## src/rtl/ot_pkg.sv

```systemverilog
// Shared definitions for the modular-exponentiation engine arbiter.
// Holds default sizing, the controller state encoding and a width helper.
package ot_pkg;

  localparam int unsigned NREQ_DEF    = 4;
  localparam int unsigned W_DEF       = 32;
  localparam int unsigned TIMEOUT_DEF = 4096;

  typedef enum logic [1:0] {
    StIdle    = 2'd0,
    StRun     = 2'd1,
    StRelease = 2'd2
  } state_e;

  // Bits needed to hold values 0..n-1, never less than one.
  function automatic int unsigned idx_w(input int unsigned n);
    return (n > 1) ? $clog2(n) : 1;
  endfunction

endpackage

```

## src/rtl/rr_picker.sv

```systemverilog
// Round-robin requester selection: first set request bit searching upward
// from ptr+1 with wrap-around, so the last winner gets lowest priority.
module rr_picker
  import ot_pkg::*;
#(
  parameter int unsigned NREQ = NREQ_DEF
) (
  input  logic [NREQ-1:0]         req,
  input  logic [idx_w(NREQ)-1:0]  ptr,
  output logic [idx_w(NREQ)-1:0]  grant,
  output logic                    any
);

  localparam int unsigned IW = idx_w(NREQ);

  logic [IW-1:0] cand;

  always_comb begin
    grant = ptr;
    any   = 1'b0;
    cand  = ptr;
    for (int unsigned k = 1; k <= NREQ; k++) begin
      cand = IW'((32'(ptr) + k) % NREQ);
      if (!any && req[cand]) begin
        any   = 1'b1;
        grant = cand;
      end
    end
  end

endmodule

```

## src/rtl/modexp_arbiter.sv

```systemverilog
// Shares one modular-exponentiation engine among NREQ requesters with
// round-robin fairness, a run-time watchdog and fully registered outputs.
module modexp_arbiter
  import ot_pkg::*;
#(
  parameter int unsigned NREQ    = NREQ_DEF,
  parameter int unsigned W       = W_DEF,
  parameter int unsigned TIMEOUT = TIMEOUT_DEF
) (
  input  logic              clk,
  input  logic              rstn,
  input  logic [NREQ-1:0]   req,
  input  logic [NREQ*W-1:0] base_i,
  input  logic [NREQ*W-1:0] exp_i,
  input  logic [NREQ*W-1:0] mod_i,
  output logic [NREQ-1:0]   ack,
  output logic [NREQ-1:0]   done,
  output logic [NREQ-1:0]   err,
  output logic [W-1:0]      res,
  output logic              busy,
  output logic              eng_gen,
  output logic [W-1:0]      eng_base,
  output logic [W-1:0]      eng_exp,
  output logic [W-1:0]      eng_mod,
  input  logic [W-1:0]      eng_res,
  input  logic              eng_end
);

  localparam int unsigned   IW      = idx_w(NREQ);
  localparam int unsigned   CW      = idx_w(TIMEOUT);
  localparam logic [CW-1:0] CntLast = CW'(TIMEOUT - 1);

  state_e state_q, state_d;

  logic [IW-1:0]   ptr_q, ptr_d;
  logic [IW-1:0]   gnt_q, gnt_d;
  logic [CW-1:0]   cnt_q, cnt_d;
  logic [NREQ-1:0] ack_q, ack_d;
  logic [NREQ-1:0] done_q, done_d;
  logic [NREQ-1:0] err_q, err_d;
  logic [W-1:0]    res_q, res_d;
  logic            busy_q, busy_d;
  logic            gen_q, gen_d;
  logic [W-1:0]    base_q, base_d;
  logic [W-1:0]    exp_q, exp_d;
  logic [W-1:0]    mod_q, mod_d;

  logic [IW-1:0] pick;
  logic          pick_any;

  rr_picker #(
    .NREQ (NREQ)
  ) u_rr_picker (
    .req   (req),
    .ptr   (ptr_q),
    .grant (pick),
    .any   (pick_any)
  );

  // State register.
  always_ff @(posedge clk or negedge rstn) begin
    if (!rstn) begin
      state_q <= StIdle;
    end else begin
      state_q <= state_d;
    end
  end

  // Next-state logic; eng_end takes precedence over the watchdog.
  always_comb begin
    state_d = state_q;
    unique case (state_q)
      StIdle:    if (pick_any) state_d = StRun;
      StRun:     if (eng_end || (cnt_q == CntLast)) state_d = StRelease;
      StRelease: if (!eng_end) state_d = StIdle;
      default:   state_d = StIdle;
    endcase
  end

  // Output and datapath next values; pulses default low every cycle.
  always_comb begin
    ptr_d  = ptr_q;
    gnt_d  = gnt_q;
    cnt_d  = cnt_q;
    ack_d  = '0;
    done_d = '0;
    err_d  = '0;
    res_d  = res_q;
    gen_d  = gen_q;
    base_d = base_q;
    exp_d  = exp_q;
    mod_d  = mod_q;
    unique case (state_q)
      StIdle: begin
        if (pick_any) begin
          gnt_d       = pick;
          ack_d[pick] = 1'b1;
          gen_d       = 1'b1;
          cnt_d       = '0;
          base_d      = base_i[32'(pick) * W +: W];
          exp_d       = exp_i[32'(pick) * W +: W];
          mod_d       = mod_i[32'(pick) * W +: W];
        end
      end
      StRun: begin
        if (eng_end) begin
          res_d         = eng_res;
          done_d[gnt_q] = 1'b1;
          gen_d         = 1'b0;
          ptr_d         = gnt_q;
        end else if (cnt_q == CntLast) begin
          err_d[gnt_q] = 1'b1;
          gen_d        = 1'b0;
          ptr_d        = gnt_q;
        end else begin
          cnt_d = cnt_q + 1'b1;
        end
      end
      default: ;
    endcase
    busy_d = (state_d != StIdle);
  end

  // Datapath and output registers; ptr resets so requester 0 wins first.
  always_ff @(posedge clk or negedge rstn) begin
    if (!rstn) begin
      ptr_q  <= IW'(NREQ - 1);
      gnt_q  <= '0;
      cnt_q  <= '0;
      ack_q  <= '0;
      done_q <= '0;
      err_q  <= '0;
      res_q  <= '0;
      busy_q <= 1'b0;
      gen_q  <= 1'b0;
      base_q <= '0;
      exp_q  <= '0;
      mod_q  <= '0;
    end else begin
      ptr_q  <= ptr_d;
      gnt_q  <= gnt_d;
      cnt_q  <= cnt_d;
      ack_q  <= ack_d;
      done_q <= done_d;
      err_q  <= err_d;
      res_q  <= res_d;
      busy_q <= busy_d;
      gen_q  <= gen_d;
      base_q <= base_d;
      exp_q  <= exp_d;
      mod_q  <= mod_d;
    end
  end

  assign ack      = ack_q;
  assign done     = done_q;
  assign err      = err_q;
  assign res      = res_q;
  assign busy     = busy_q;
  assign eng_gen  = gen_q;
  assign eng_base = base_q;
  assign eng_exp  = exp_q;
  assign eng_mod  = mod_q;

endmodule

```

## config.mk

```make
export PLATFORM = sky130hd
export DESIGN_NAME = modexp_arbiter
export DESIGN_NICKNAME = d
export VERILOG_FILES = /design/src/rtl/ot_pkg.sv /design/src/rtl/rr_picker.sv /design/src/rtl/modexp_arbiter.sv
export SDC_FILE = /design/constraint.sdc
export NUM_CORES = 1
export LEC_CHECK = 0
export CAP_MARGIN = 0
export CORE_AREA = 2 2 221 223
export CTS_BUF_LIST = sky130_fd_sc_hd__clkbuf_2
export DETAILED_ROUTE_END_ITERATION = 8
export DIE_AREA = 0 0 223 225
export HOLD_SLACK_MARGIN = 0.05
export PLACE_DENSITY_LB_ADDON = 0.05
export SLEW_MARGIN = 30
export SYNTH_ARGS = -nofsm -noshare
export SYNTH_HDL_FRONTEND = slang
export SYNTH_SLANG_ARGS = --single-unit
```

## constraint.sdc

```tcl
create_clock -name clk -period 5.9 [get_ports clk]
set_input_delay 1.77 -clock clk [delete_from_list [all_inputs] [get_ports clk]]
set_output_delay 1.77 -clock clk [all_outputs]
set_load 0.02 [all_outputs]
```

==> impl.org, run 1 <==
** Run status
- Result of the run :: finished, final reports clean

** Worst hold path
- Hold crit path type :: reg -> reg
- Along the worst hold path, the cell count comes to 2.

** GRT
- Entering global routing, the biggest net connects 66 pins.
- In the global route stage, met2 resource usage came out at 29.9%.
- Total routing resource utilization after global routing :: 16.7%
- Leftover overflow at the end of global routing :: 0
- Met1 Usage GRT :: 17.4%
- Met3 routing resource usage after global routing :: 7.03%
- The number of antenna violations at the first check in global routing is 13.
- After global routing, the most crowded layer is met2.
- The via count of the first global-routing pass came to 9022.
- The first global-routing pass estimated 60.4 mm of wire.

** Yosys
- Sequential-to-total area share from yosys stat :: 45.6%
- In this run, synthesis inferred 0 flip-flops with an integrated enable.
- The most used flip-flop cell after synthesis is sky130_fd_sc_hd__dfrtp_1.
- Yosys printed 0 warnings.
- Synthesis inferred 160 register bits.
- Post-Synthesis Mean Instance Area :: 11.9 µm²
- Synthesized netlist cell count :: 739
- The synthesized netlist contains 46 unique library cells.
- Net count after synthesis :: 1163
- After synthesis, the share of flip-flops with an asynchronous set or reset is 100%.
- Cell area after synthesis :: 8790 µm²

** Clock network
- Clock edge transition at the registers on the reported setup and hold paths :: 0.27 ns
- Number of H-tree branching levels :: 4
- Post-CTS setup-driven buffer insertion count :: 0
- Number of buffers added to fix hold violations after cts :: 0
- CTS resizes :: 0
- Clock buffers created by TritonCTS :: 17
- TritonCTS built the clock tree.
- Clock root cell :: sky130_fd_sc_hd__clkbuf_2
- The longest clock path from root to sink contains 2 buffers.
- CTS saw 160 sinks.
- Insertion delay to the later sink of the worst-skew pair :: 1.06 ns

** Placement
- Input/output buffers :: 564
- The HPWL after detailed placement is 32.3 mm.
- The congestion estimate from routability-driven global placement came to 0.785.

** STA
- At the pin with the least slew margin, the transition time is 0.840 ns.
- FMAX :: 253 MHz
- Remaining max-slew budget at the tightest pin :: 44.0%
- Setup repair after global routing left no endpoint under its margin.
- The hold violation count in the final report was 0.
- Setup violations remaining at the end of the flow were counted as 0.
- Setup TNS :: 0 ns
- Dividing the final minimum period by the clock period gives 67.0%.
- Clock skew on the completed layout was measured at 0.0424 ns.
- The number of pins exceeding their max-slew limit in the final report was 0.
- Clock period minus worst slack :: 3.95 ns

** Pwr
- Worst vdd ir :: 0.000442 V
- In this run, the combinational gates consume 63.0% of the power.
- In this run, flip-flops and latches consume 26.8% of the power.
- Share of total power in the clock network :: 10.2%
- Of the total power, the share spent switching nets is 44.7%.
- Sw power :: 3.12 mW
- Leakage power total :: 6.41 nW
- Cell area power density :: 458 nW/µm²
- Cell internal power was estimated by the tool at 3.86 mW.

** Critical path
- Number of buffer and inverter stages on the critical path :: 1
- Traced cell by cell, the critical path runs through clkdlybuf4s50_1.
- Worst-path fanout max :: 2
- Arrival time worst endpoint :: 2.18 ns
- WP data required :: 4.13 ns
- By startpoint and endpoint, the worst setup path is classified as reg -> out.
- Cell type of the slowest stage on the worst timing path :: sky130_fd_sc_hd__clkdlybuf4s50_1
- Kind of end point of the critical path :: output pin
- On the worst path, the slowest cell contributes a delay of 0.71 ns.
- Setup crit start kind :: flip-flop
- In this run the number of cells on the critical path is 1.
- Among cell families on the critical path, the largest total delay comes from buffers and inverters.
- The number of cells on the worst reg-to-reg path is 6.

** Finish
- Relative to the synthesized area, the layout overhead comes to 73.5%.
- For this run, the share of the core covered by cells in the final layout is 32.1%.
- The filler cells instantiated in the layout total 4849.
- Final nets :: 1709
- Of the cells placed in the final design, the portion with a size suffix greater than 1 is 6.86%.

** Drt
- In the routed design, unresolved DRC markers number 0.
- Once detail routing completed, the nets flagged for antenna violations numbered 0.
- For this run, the detailed router's first-pass iteration total came to 4.
- Vias per cell :: 4.26
- Violation count after the first detailed-route iteration :: 314
- Dividing the detail-routed wire length by the instance count gives 22.0 µm.
- Routed via count :: 8209
- The final layout contains routed wiring with a total length of 42.4 mm.

** Die
- The floorplan step set the die width to 223 µm.
- The floorplan has 80 rows.
- From bottom edge to top edge, the die measures 225 µm.
- Initial Util :: 18.5%
- 565 I/O pins were placed.
- The die covers 50200 µm².
- The core region is 47500 µm².

** Job
- Max-cap violations in this run came to 0.
==> cells in the final DEF, fill, tap and decap left out, types with 3 or more instances in the layout <==
master,count
sky130_fd_sc_hd__clkdlybuf4s50_1,563
sky130_fd_sc_hd__mux2i_1,195
sky130_fd_sc_hd__dfrtp_1,158
sky130_fd_sc_hd__nand2_1,112
sky130_fd_sc_hd__o221ai_1,76
sky130_fd_sc_hd__mux2_1,28
sky130_fd_sc_hd__o221ai_2,20
sky130_fd_sc_hd__nor2_1,19
sky130_fd_sc_hd__clkbuf_2,18
sky130_fd_sc_hd__diode_2,12
sky130_fd_sc_hd__buf_4,11
sky130_fd_sc_hd__buf_12,8
sky130_fd_sc_hd__nand4_1,6
sky130_fd_sc_hd__mux2_2,6
sky130_fd_sc_hd__o21ai_1,5
sky130_fd_sc_hd__xnor2_1,5
sky130_fd_sc_hd__nand2b_1,5
sky130_fd_sc_hd__inv_6,5
sky130_fd_sc_hd__nand3_1,4
sky130_fd_sc_hd__o21ai_0,4
sky130_fd_sc_hd__inv_1,3
sky130_fd_sc_hd__nor3_1,3
sky130_fd_sc_hd__or3_1,3
sky130_fd_sc_hd__a21oi_1,3
sky130_fd_sc_hd__buf_6,3
==> power by group through the flow <==
stage / Clock [mW] / Sequential, mW / Combinational, mW
floorplan: 0 / 2.43 / 2.13
global placement: 0 / 1.90 / 4.49
detailed placement: 0 / 1.90 / 4.50
CTS: 0.766 / 1.88 / 4.51
global route: 0.821 / 1.95 / 4.72
finish: 0.713 / 1.87 / 4.39
==> per-stage QoR <==
step | setup slack, ns | instance area [µm²] | hold slack [ns] | std cells | total power, mW
6_report | 1.95 | 15300 | 0.517 | 1925 | 6.98
5_1_grt | 1.69 | 15300 | 0.392 | 1925 | 7.49
4_1_cts | 1.74 | 15200 | 0.436 | 1913 | 7.15
3_5_place_dp | 1.51 | 15000 | 0.470 | 1881 | 6.39
3_3_place_gp | 1.42 | 15000 | 0.467 | 1879 | 6.39
2_1_floorplan | 2.84 | 8790 | 0.496 | 739 | 4.56
==> routing by layer <==
metal | part of all wire [%] | vias to the layer above
met4 | 2.2 | 14
li1 | - | 3888
met5 | 0.21 | -
met3 | 8.3 | 50
met1 | 37 | 3945
met2 | 52 | 312
==> flip-flops by register name (all words and copies together) (netlist names) <==
name and flops:
busy 1, done 4, eng_base 32, ack 4, state_q 2, res 32
gnt_q 2, cnt_q 12, err 4, ptr_q 2, eng_exp 32, eng_gen 1
eng_mod 32
==> cells by family after synthesis <==
| group | synth area share, % |
|---|---|
| xor gates and xnor gates | 0.598 |
| adders and majority gates | 0.142 |
| buffers and inverters | 6.07 |
| and+or+nand+nor | 8.55 |
| AOI/OAI and AO/OA | 12.5 |
| muxes | 26.5 |
| DFF | 45.6 |
==> area by class of cell <==
cell class / count / area [µm²] / area share (%)
multi-input combinational: 518 / 4280 / 28.1
clock inverter: 14 / 154 / 1.01
sequential: 160 / 4010 / 26.3
timing repair buffer: 585 / 5910 / 38.8
clock buffer: 18 / 90.1 / 0.591
tap: 615 / 769 / 5.04
antenna: 12 / 30.0 / 0.197
inverter: 3 / 11.3 / 0.0738
==> worst paths after layout <==
| path | startpoint | slack [ns] | end |
|---|---|---|---|
| max | eng_base[30] | 1.95 | eng_base[30] |
| min | eng_base[12] | 0.52 | eng_base[12] |
| max reg2reg | ptr_q[0] | 3.28 | eng_mod[18] |
| min reg2reg | eng_base[12] | 0.52 | eng_base[12] |
| max in group asynchronous | rstn | 4.13 | eng_exp[16] |
| min in group asynchronous | rstn | 0.59 | res[23] |
==> synthesized netlist by cell type (all sizes together) (4+ instances only) <==
master  count  area, µm²
o221ai     96        966
o21ai       9       45.0
nand3       4       20.0
dfrtp     158       3950
nand4       6       37.5
xnor2       5       43.8
mux2       34        383
mux2i     195       1950
clkbuf     21       93.8
nand2     113        427
buf        37        429
nor2       20       77.6
nand2b      5       31.3
==> worst register-to-register path, delay by kind of cell (launching register included) <==
family | cells | cell delay, ns
compound gates | 2 | 0.49
buf+inv | 1 | 0.44
flops | 1 | 0.66
simple gates | 3 | 0.88
Power figures use the tool's default switching activity.
==> run 2: changes to the inputs <==
--- a/config.mk
+++ b/config.mk
@@ -6,10 +6,10 @@
 export NUM_CORES = 1
 export LEC_CHECK = 0
 export CAP_MARGIN = 0
-export CORE_AREA = 2 2 221 223
+export CORE_AREA = 2 2 220 222
 export CTS_BUF_LIST = sky130_fd_sc_hd__clkbuf_2
 export DETAILED_ROUTE_END_ITERATION = 8
-export DIE_AREA = 0 0 223 225
+export DIE_AREA = 0 0 222 224
 export HOLD_SLACK_MARGIN = 0.05
 export PLACE_DENSITY_LB_ADDON = 0.05
 export SLEW_MARGIN = 30
==> constraint.sdc (replaced) <==
create_clock -name clk -period 3.6 [get_ports clk]
set_input_delay 1.08 -clock clk [delete_from_list [all_inputs] [get_ports clk]]
set_output_delay 1.08 -clock clk [all_outputs]
set_load 0.02 [all_outputs]
==> run 2 against run 1 <==
Setup slack got worse by 1.6 ns. Sequential share of layout area decreased by 0.27 points. Count of clock-buffer cells in the layout unchanged. Clock skew decreased by 0.0082 ns. Utilization increased by 0.47 points. Highest routed layer unchanged.
==> impl.org, run 2 (synthesis results as in run 1) <==
** Clock network
- The clock network latency to the later pin of the worst-skew pair is 1.02 ns (was 1.06 ns).
- Number of H-tree branching levels :: 4 (unchanged)
- Clock buffers created by TritonCTS :: 17 (unchanged)
- The number of buffers between clock root and the deepest sink was 2 (unchanged).
- The clock transition at the registers of the reported paths is 0.23 ns (was 0.27 ns).
- Clock root cell :: sky130_fd_sc_hd__clkbuf_2 (unchanged)
- Post-CTS setup-driven buffer insertion count :: 0 (unchanged)
- Sink count of the clock tree :: 160 (unchanged)
- The TritonCTS clock tree is yes (unchanged).

** Critical path
- Launch point of the worst reg-to-reg path :: ptr_q[0] (unchanged)
- Setup crit start kind :: flip-flop (unchanged)
- Cells along the critical path: clkdlybuf4s50_1 (unchanged).
- The required time of the critical path is 2.52 ns (was 4.13 ns).
- The internal reg-to-reg setup slack is 1.24 ns (was 3.28 ns).
- The cell family with the largest share of critical-path delay is buffers and inverters (unchanged).
- Number of buffer and inverter stages on the critical path :: 1 (unchanged)
- The highest net fanout along the worst path is 2 (unchanged).
- The worst reg2reg path depth came to 7 (was 6).
- Cell type of the slowest stage on the worst timing path :: sky130_fd_sc_hd__clkdlybuf4s50_1 (unchanged)
- Biggest cell delay along the critical path :: 0.65 ns (was 0.71 ns)
- The type of destination of the critical path is an output pin (unchanged).
- The arrival time reported for the critical path endpoint is 2.15 ns (was 2.18 ns).
- Critical setup path kind :: reg -> out (unchanged)
- FF-to-FF End :: eng_base[1] (was eng_mod[18])

** Pwr
- The share of total power consumed by net switching came to 43.6% (was 44.7%).
- The net switching power of the design was 5.10 mW (was 3.12 mW).
- Worst vdd ir :: 0.000443 V (was 0.000442 V)
- Int Power :: 6.60 mW (was 3.86 mW)
- Cell area power density :: 759 nW/µm² (was 458 nW/µm²)
- The overall power after layout came to 11.7 mW (was 6.98 mW).
- The clock network fraction of design power came to 11.3% (was 10.2%).
- Leakage power total :: 6.49 nW (was 6.41 nW)
- The sequential group share of total power was 26.3% (was 26.8%).
- The power share of the combinational group came to 62.4% (was 63.0%).

** Finish
- The layout overhead on the synthesized area is 75.3% (was 73.5%).
- Most frequent standard cell in the layout excluding fill and tap cells :: sky130_fd_sc_hd__clkdlybuf4s50_1 (unchanged)
- Ratio of cells with drive above 1 in the final layout :: 7.35% (was 6.86%)
- Area of the multi-input gates :: 4280 µm² (unchanged)
- Finished layout cell area :: 15400 µm² (was 15300 µm²)
- Final nets :: 1718 (was 1709)
- Fill count :: 4942 (was 4849)
- Fraction of the core area covered by cells at the end of the flow :: 32.6% (was 32.1%)
- Commonest non-fill, non-tap cells in the layout: sky130_fd_sc_hd__clkdlybuf4s50_1, sky130_fd_sc_hd__mux2i_1, sky130_fd_sc_hd__dfrtp_1 (unchanged).
- FF/Latch Area :: 4010 µm² (unchanged)

** STA
- Setup TNS :: 0 ns (unchanged)
- Setup repair after global routing missed its margin: no (unchanged).
- The number of pins exceeding their max-slew limit in the final report was 0 (unchanged).
- Final setup violating endpoints :: 0 (unchanged)
- FMAX :: 310 MHz
- Clock period minus worst slack :: 3.23 ns
- Final period util :: 89.6%
- The slew at the pin with the worst max-slew slack came to 0.793 ns (was 0.840 ns).
- The setup skew after layout was 0.0341 ns (was 0.0424 ns).
- Number of failing hold endpoints at the final stage :: 0 (unchanged)
- Remaining max-slew budget at the tightest pin :: 47.1% (was 44.0%)

** Drt
- The number of routed nets with antenna violations was 0 (unchanged).
- Routed via count :: 8195 (was 8209)
- The sum of routed wire length over all layers is 42.0 mm (was 42.4 mm).
- Count of unresolved DRC violations after routing :: 0 (unchanged)
- Vias per cell :: 4.25 (was 4.26)
- The total iterations of the first detailed-routing run is 4 (unchanged).
- Violation count after the first detailed-route iteration :: 262 (was 314)
- Average wire per standard cell :: 21.8 µm (was 22.0 µm)

** Placement
- Cell area reported after detailed placement :: 15100 µm² (was 15000 µm²)
- Input/output buffers :: 564 (unchanged)
- Placer Congestion :: 0.774 (was 0.785)
- Total half-perimeter wirelength after legalization and detailed placement :: 32.3 mm (about the same)

** Job
- The number of maximum-capacitance violations came to 0 (unchanged).

** Die
- Placeable Area :: 47300 µm² (was 47500 µm²)
- Site row count :: 80 (unchanged)
- The die boundary width is 222 µm (was 223 µm).
- Total I/O pin count :: 565 (unchanged)
- Die Outline Area :: 49700 µm² (was 50200 µm²)
- Initial Util :: 18.6% (was 18.5%)
- Vertical extent of the die :: 224 µm (was 225 µm)

** Worst hold path
- The hold-critical path endpoint is eng_base[30] (was eng_base[12]).
- Hold path cells :: 2 (unchanged)
- Hold crit path type :: reg -> reg (unchanged)
- The startpoint of the most critical hold path was eng_base[30] (was eng_base[12]).

** GRT
- Initial antenna violation count :: 8 (was 13)
- Leftover overflow at the end of global routing :: 0 (unchanged)
- The global-route wire length before repair is 61.0 mm (was 60.4 mm).
- The via count of the first global-routing pass was 8965 (was 9022).
- Total routing resource utilization after global routing :: 16.9% (was 16.7%)
- Largest net degree at the start of global routing :: 60 (was 66)

** Run status
- Result of the run :: finished, final reports clean (unchanged)
run 2: cell count changes in the layout (fill, tap and decap cells not counted), moves of 2 or more:
cell | before | now
sky130_fd_sc_hd__buf_4 | 11 | 17
sky130_fd_sc_hd__diode_2 | 12 | 7
sky130_fd_sc_hd__buf_12 | 8 | 12
sky130_fd_sc_hd__bufinv_16 | 2 | 5
sky130_fd_sc_hd__inv_6 | 5 | 2
sky130_fd_sc_hd__buf_6 | 3 | 1
run 2: timing repair:
action	4_1_cts	5_1_grt
gates resized for setup	0	0
endpoints found under the hold margin	56	0
hold buffers	1	0
setup endpoints to repair	0	0
run 2: power by group through the flow:
stage	registers (mW)	clock network, mW	logic, mW
floorplan	3.98	0	3.50
global route	3.20	1.48	7.84
finish	3.08	1.32	7.30
CTS	3.09	1.43	7.47
global placement	3.12	0	7.46
detailed placement	3.11	0	7.46
run 2: area by class of cell:
class	count	share of cell area, %
diodes	7	0.114
clock buffers	18	0.584
clock inverters	14	1.38
inverters	3	0.0731
multi-input cells	518	27.8
flip-flops and latches	160	26.0
well taps	615	4.99
repair buffers	594	39.1
run 2: worst max-delay path by stage:
stage,from,end,depth (start not counted)
2_1_floorplan,req[3],eng_mod[10],8
3_3_place_gp,req[0],eng_base[1],7
3_5_place_dp,req[2],eng_base[1],8
4_1_cts,eng_base[15],eng_base[15],1
5_1_grt,eng_base[15],eng_base[15],1
6_report,eng_base[15],eng_base[15],1
run 2: routing by layer:
metal  up-vias  global-route usage [%]  wire length [µm]
met3        35                    6.36              3070
met1      3945                    17.9             15600
met4         6                    5.21               683
met5         -                       0                33
li1       3905                       -                 -
met2       304                    31.0             22600
run 2: per-stage QoR:
step	instances	hold slack, ns	setup WS, ns
after floorplan	739	0.496	1.23
after global placement	1889	0.468	0.294
after detailed placement	1889	0.473	0.274
after CTS	1922	0.399	0.131
after global routing	1928	0.458	0.184
final	1929	0.519	0.374
